[src/rtl/t48_int_seq_if.sv]
// Bus between the T48 core control and the interrupt entry sequencer.
// master = core side driving status, slave = sequencer.
interface t48_int_seq_if;
  logic        en_clk_i;
  logic [2:0]  clk_mstate_i;
  logic        last_cycle_i;
  logic        int_pending_i;
  logic        ext_int_i;
  logic [11:0] pc_i;
  logic [3:0]  psw_i;
  logic [2:0]  sp_i;
  logic        busy_o;
  logic        inhibit_fetch_o;
  logic        ram_we_o;
  logic [7:0]  ram_addr_o;
  logic [7:0]  ram_data_o;
  logic        sp_inc_o;
  logic        pc_load_o;
  logic [11:0] pc_o;
  logic        int_executed_o;

  modport master (
    output en_clk_i, clk_mstate_i, last_cycle_i, int_pending_i, ext_int_i,
           pc_i, psw_i, sp_i,
    input  busy_o, inhibit_fetch_o, ram_we_o, ram_addr_o, ram_data_o,
           sp_inc_o, pc_load_o, pc_o, int_executed_o
  );

  modport slave (
    input  en_clk_i, clk_mstate_i, last_cycle_i, int_pending_i, ext_int_i,
           pc_i, psw_i, sp_i,
    output busy_o, inhibit_fetch_o, ram_we_o, ram_addr_o, ram_data_o,
           sp_inc_o, pc_load_o, pc_o, int_executed_o
  );
endinterface

[src/rtl/t48_int_seq.sv]
// T48 interrupt entry: capture PC/PSW/SP, push return address to the stack
// in RAM, then load the interrupt vector into the PC.
module t48_int_seq (
  input  logic          clk_i,
  input  logic          res_i,
  t48_int_seq_if.slave  bus
);

  typedef enum logic [2:0] {
    IDLE    = 3'd0,
    CAPT    = 3'd1,
    PUSH_LO = 3'd2,
    PUSH_HI = 3'd3,
    LOAD    = 3'd4
  } state_t;

  state_t      state_q, state_d;
  logic [11:0] pc_q;
  logic [3:0]  psw_q;
  logic [2:0]  sp_q;
  logic [11:0] vec_q;
  logic        trig;
  logic [7:0]  stk_base;

  // Only the final state of the last machine cycle may start entry.
  assign trig = (state_q == IDLE) && bus.int_pending_i && bus.last_cycle_i &&
                (bus.clk_mstate_i == 3'b100);

  // Stack frame for level n lives at 8'h08 + 2n; sp_q <= 7 keeps it below 8'h18.
  assign stk_base = 8'h08 + {4'b0000, sp_q, 1'b0};

  always_ff @(posedge clk_i or posedge res_i) begin
    if (res_i) begin
      state_q <= IDLE;
      pc_q    <= '0;
      psw_q   <= '0;
      sp_q    <= '0;
      vec_q   <= '0;
    end else if (bus.en_clk_i) begin
      state_q <= state_d;
      if (trig) begin
        pc_q  <= bus.pc_i;
        psw_q <= bus.psw_i;
        sp_q  <= bus.sp_i;
        vec_q <= bus.ext_int_i ? 12'h003 : 12'h007;
      end
    end
  end

  always_comb begin
    state_d             = state_q;
    bus.busy_o          = 1'b1;
    bus.inhibit_fetch_o = 1'b0;
    bus.ram_we_o        = 1'b0;
    bus.ram_addr_o      = '0;
    bus.ram_data_o      = '0;
    bus.sp_inc_o        = 1'b0;
    bus.pc_load_o       = 1'b0;
    bus.pc_o            = '0;
    bus.int_executed_o  = 1'b0;
    case (state_q)
      IDLE: begin
        bus.busy_o = 1'b0;
        if (trig) state_d = CAPT;
      end
      CAPT: begin
        bus.inhibit_fetch_o = bus.en_clk_i;
        state_d             = PUSH_LO;
      end
      PUSH_LO: begin
        bus.ram_we_o   = bus.en_clk_i;
        bus.ram_addr_o = stk_base;
        bus.ram_data_o = pc_q[7:0];
        state_d        = PUSH_HI;
      end
      PUSH_HI: begin
        bus.ram_we_o   = bus.en_clk_i;
        bus.ram_addr_o = stk_base + 8'h01;
        bus.ram_data_o = {psw_q, pc_q[11:8]};
        bus.sp_inc_o   = bus.en_clk_i;
        state_d        = LOAD;
      end
      LOAD: begin
        bus.pc_load_o      = bus.en_clk_i;
        bus.int_executed_o = bus.en_clk_i;
        bus.pc_o           = vec_q;
        state_d            = IDLE;
      end
      default: begin
        bus.busy_o = 1'b0;
        state_d    = IDLE;
      end
    endcase
  end

endmodule

[src/flat_wrapper.sv]
// flat-port wrapper written by rule: the top's interface ports become plain ports
module t48_int_seq_flat 
  (clk_i, res_i, bus_en_clk_i, bus_clk_mstate_i, bus_last_cycle_i, bus_int_pending_i, bus_ext_int_i, bus_pc_i, bus_psw_i, bus_sp_i, bus_busy_o, bus_inhibit_fetch_o, bus_ram_we_o, bus_ram_addr_o, bus_ram_data_o, bus_sp_inc_o, bus_pc_load_o, bus_pc_o, bus_int_executed_o);
  t48_int_seq_if bus_i ();
  input  logic clk_i;
  input  logic res_i;
  input wire logic [$bits(bus_i.en_clk_i)-1:0] bus_en_clk_i;
  input wire logic [$bits(bus_i.clk_mstate_i)-1:0] bus_clk_mstate_i;
  input wire logic [$bits(bus_i.last_cycle_i)-1:0] bus_last_cycle_i;
  input wire logic [$bits(bus_i.int_pending_i)-1:0] bus_int_pending_i;
  input wire logic [$bits(bus_i.ext_int_i)-1:0] bus_ext_int_i;
  input wire logic [$bits(bus_i.pc_i)-1:0] bus_pc_i;
  input wire logic [$bits(bus_i.psw_i)-1:0] bus_psw_i;
  input wire logic [$bits(bus_i.sp_i)-1:0] bus_sp_i;
  output wire logic [$bits(bus_i.busy_o)-1:0] bus_busy_o;
  output wire logic [$bits(bus_i.inhibit_fetch_o)-1:0] bus_inhibit_fetch_o;
  output wire logic [$bits(bus_i.ram_we_o)-1:0] bus_ram_we_o;
  output wire logic [$bits(bus_i.ram_addr_o)-1:0] bus_ram_addr_o;
  output wire logic [$bits(bus_i.ram_data_o)-1:0] bus_ram_data_o;
  output wire logic [$bits(bus_i.sp_inc_o)-1:0] bus_sp_inc_o;
  output wire logic [$bits(bus_i.pc_load_o)-1:0] bus_pc_load_o;
  output wire logic [$bits(bus_i.pc_o)-1:0] bus_pc_o;
  output wire logic [$bits(bus_i.int_executed_o)-1:0] bus_int_executed_o;
  assign bus_i.en_clk_i = bus_en_clk_i;
  assign bus_i.clk_mstate_i = bus_clk_mstate_i;
  assign bus_i.last_cycle_i = bus_last_cycle_i;
  assign bus_i.int_pending_i = bus_int_pending_i;
  assign bus_i.ext_int_i = bus_ext_int_i;
  assign bus_i.pc_i = bus_pc_i;
  assign bus_i.psw_i = bus_psw_i;
  assign bus_i.sp_i = bus_sp_i;
  assign bus_busy_o = bus_i.busy_o;
  assign bus_inhibit_fetch_o = bus_i.inhibit_fetch_o;
  assign bus_ram_we_o = bus_i.ram_we_o;
  assign bus_ram_addr_o = bus_i.ram_addr_o;
  assign bus_ram_data_o = bus_i.ram_data_o;
  assign bus_sp_inc_o = bus_i.sp_inc_o;
  assign bus_pc_load_o = bus_i.pc_load_o;
  assign bus_pc_o = bus_i.pc_o;
  assign bus_int_executed_o = bus_i.int_executed_o;
  t48_int_seq u_core (.clk_i(clk_i), .res_i(res_i), .bus(bus_i));
endmodule
[config.mk]
export PLATFORM = sky130hd
export DESIGN_NAME = t48_int_seq_flat
export DESIGN_NICKNAME = d
export VERILOG_FILES = /design/src/rtl/t48_int_seq_if.sv /design/src/rtl/t48_int_seq.sv /design/src/flat_wrapper.sv
export SDC_FILE = /design/constraint.sdc
export NUM_CORES = 1
export LEC_CHECK = 0
export ABC_AREA = 1
export CAP_MARGIN = 20
export CORE_MARGIN = 2
export CORE_UTILIZATION = 31
export CTS_CLUSTER_DIAMETER = 30
export CTS_CLUSTER_SIZE = 10
export DETAILED_ROUTE_END_ITERATION = 8
export PLACE_DENSITY_LB_ADDON = 0.08
export REMOVE_ABC_BUFFERS = 1
export SYNTH_ARGS = -nofsm -noshare
export SYNTH_HDL_FRONTEND = slang
export SYNTH_SLANG_ARGS = --single-unit
[constraint.sdc]
create_clock -name clk_i -period 2.6 [get_ports clk_i]
set_clock_uncertainty 0.15 [all_clocks]
set_input_delay 0.52 -clock clk_i [delete_from_list [all_inputs] [get_ports clk_i]]
set_output_delay 0.52 -clock clk_i [all_outputs]
set_load 0.03 [all_outputs]
==> run metrics <==
Syn Inst Count 183; worst setup path startpoint u_core.state_q[0]$_DFFE_PP0P_; most frequent cells after synthesis nand2_1, nand3_1, dfrtp_1; hold_sp u_core.vec_q[1]$_DFFE_PP0P_; simple-gate share of the synthesized area 37.9%; CP Launch Type flip-flop; final hold vios 0; Synth-to-Final Area Change 38.8%; HP Class flip-flop to flip-flop; Seq cells post-synth 24; RSZ-0062 raised after global routing no; Inserted Clock Buffers 3; diode count 0; post-route cell area 1840 µm²; GRT Overall Usage 13.8%; delay-heaviest family, CP buffers and inverters; Root Driver clkbuf_8; Vias approximately 1300; post-CTS sizing 0; average wire per standard cell 11.4 µm; post-layout min period ~2.4 ns; Critical R2R Launch u_core.state_q[0]$_DFFE_PP0P_; share of cells above drive strength 1 11.2%; final WL 3220 µm; Adder-Cell Fraction of Synth Area 0%; Core Region roughly 4100 µm²; Crit-path slowest cell clkdlybuf4s50_1; Setup TNS 0 ns; dpl hpwl between 2000 and 2500 µm; Mapped Area 1330 µm²; Final GP Congestion 0.735; IO buf count 49; CP Capture Point bus_pc_o[1]; first-pass GRT wire length roughly 5500 µm; Sink Count 24; FF-to-FF End u_core.pc_q[1]$_DFFE_PP0P_; initial antenna violation count 0; Final nets 263; io pins 62; peak supply drop between 0.3 and 0.4 mV; asr flop ratio synth 100%; Max Freq 0.413 GHz; sequential fraction of the synthesis area 45.2%; Synth Area in Compound Gates 1.51%; DR vias/cell 4.47; cell count along the critical path 4; Yosys top cell by area dfrtp_1; DRC Markers 0; ys flop type dfrtp_1; top-area cell type share of the netlist area 45.2%; die width 69.5 µm; Setup Buffers After CTS 0; clock slew at reported path FFs 0.08 ns; max incr delay on CP 0.69 ns; worst endpoint required time just under 2 ns; Placed Area 1800 µm²; status finished clean; worst skew pair latency 0.26 ns; XOR/XNOR share of the synthesized area 0%; kind of critical path flip-flop to output port; final antenna-violating net count 0; Reg2Reg Setup Slack between 0.8 and 0.9 ns; r2r worst-path depth 8; first drt pass iteration count 4; most instantiated library cell after synthesis nand2_1; Die Area 4830 µm²; top fanout value on the critical path 6; pre-CTS setup slack 0.344 ns; fill count 420; number of distinct library cells after synthesis 14; largest family of logic cells by synthesized area simple AND/OR/NAND/NOR gates; Fin Hold WS 0.320 ns; EDFF count, synth 0; vias in the first global route 1153; hold-fix buffers at CTS 0; crit end category output port; Detailed Route Iter0 Violations 62; H-tree depth 1; CTS tree done; Syn Area/Cell ~7.3 µm²; initial core utilization between 30% and 40%; crit-path most repeated cell nor2_1; Pwr Density 793 nW/µm²; MaxCap Viol Count 0; Slew Viols, Final 0; total gr overflow 0; row cnt 23; post-synthesis mux area share 0%; Crit path buffers/inverters 1; yosys warns 0; Worst Path Arrival between 1.5 and 2 ns; top area cells in the synthesized netlist dfrtp_1, nand2_1, nand3_1; largest net degree at the start of global routing 25; worst path cell trace nor2_1 -> nand2_1 -> nor2_1 -> clkdlybuf4s50_1; final setup margin 0.180 ns; final worst path period share between 90% and 100%; endpoints failing setup 0; Die H 69.5 µm; Clock Tree Buf Depth 2; leak pwr 0.992 nW
## power breakdown
part	internal (mW)	switching, mW	total [mW]
Clock	0.103	0.108	0.212
Sequential	0.489	0.0721	0.561
Combinational	0.250	0.440	0.691
Total	0.843	0.621	1.46
## layout make-up
class / instances / area (µm²) / area share (%)
sequential: 24 / 601 / 32.6
multi-input combinational: 135 / 569 / 30.9
timing repair buffer: 57 / 518 / 28.1
tap: 50 / 62.6 / 3.39
inverter: 14 / 52.6 / 2.85
clock buffer: 3 / 41.3 / 2.24
## layer usage
layer  up-vias  track usage (%)  wire length (µm)
met5         -                0                 0
met4         0             3.27                24
met3         2             2.91               178
met2        43             24.8              1590
met1       578             16.7              1430
li1        641                -                 -
## per-stage QoR
stage,util (%),instances,total power [mW]
floorplan,-,173,0.971
global placement,44.4,280,1.26
detailed placement,44.4,280,1.27
CTS,45.5,283,1.48
global route,45.5,283,1.58
finish,45.5,283,1.46
## layout by cell type (no fill, tap or decap)
cell type and n:
nand2_1 70, clkdlybuf4s50_1 36, nand3_1 34, dfrtp_1 24, buf_4 21, nor2_1 13
inv_1 13, conb_1 12, o21ai_0 4, clkbuf_8 3, nand2_2 1, nor3_4 1
clkinv_1 1
## worst min-delay path: stages (launching register included)
cell     delay [ns]
dfrtp_1        0.33
inv_1          0.05
nand2_1        0.06
## registers in the layout, summed over array words and instances, names as in the netlist
register	flops
u_core.vec_q	2
u_core.pc_q	12
u_core.sp_q	3
u_core.state_q	3
u_core.psw_q	4
## worst min path at each step
| stage | to | cells past startpoint | slack [ns] |
|---|---|---|---|
| 2_1_floorplan | u_core.vec_q[1]$_DFFE_PP0P_ | 2 | 0.27 |
| 3_3_place_gp | u_core.vec_q[1]$_DFFE_PP0P_ | 2 | 0.30 |
| 3_5_place_dp | u_core.vec_q[1]$_DFFE_PP0P_ | 2 | 0.30 |
| 4_1_cts | u_core.vec_q[1]$_DFFE_PP0P_ | 2 | 0.32 |
| 5_1_grt | u_core.psw_q[1]$_DFFE_PP0P_ | 2 | 0.34 |
| 6_report | u_core.vec_q[1]$_DFFE_PP0P_ | 2 | 0.32 |
## logic make-up (layout without fill, tap and decap cells)
family / Yosys count / count (layout)
simple gates: 119 / 119
buf+inv: 35 / 74
flops: 24 / 24
compound gates: 4 / 4
other cells: 1 / 12
(Power assumes the default switching activity.)
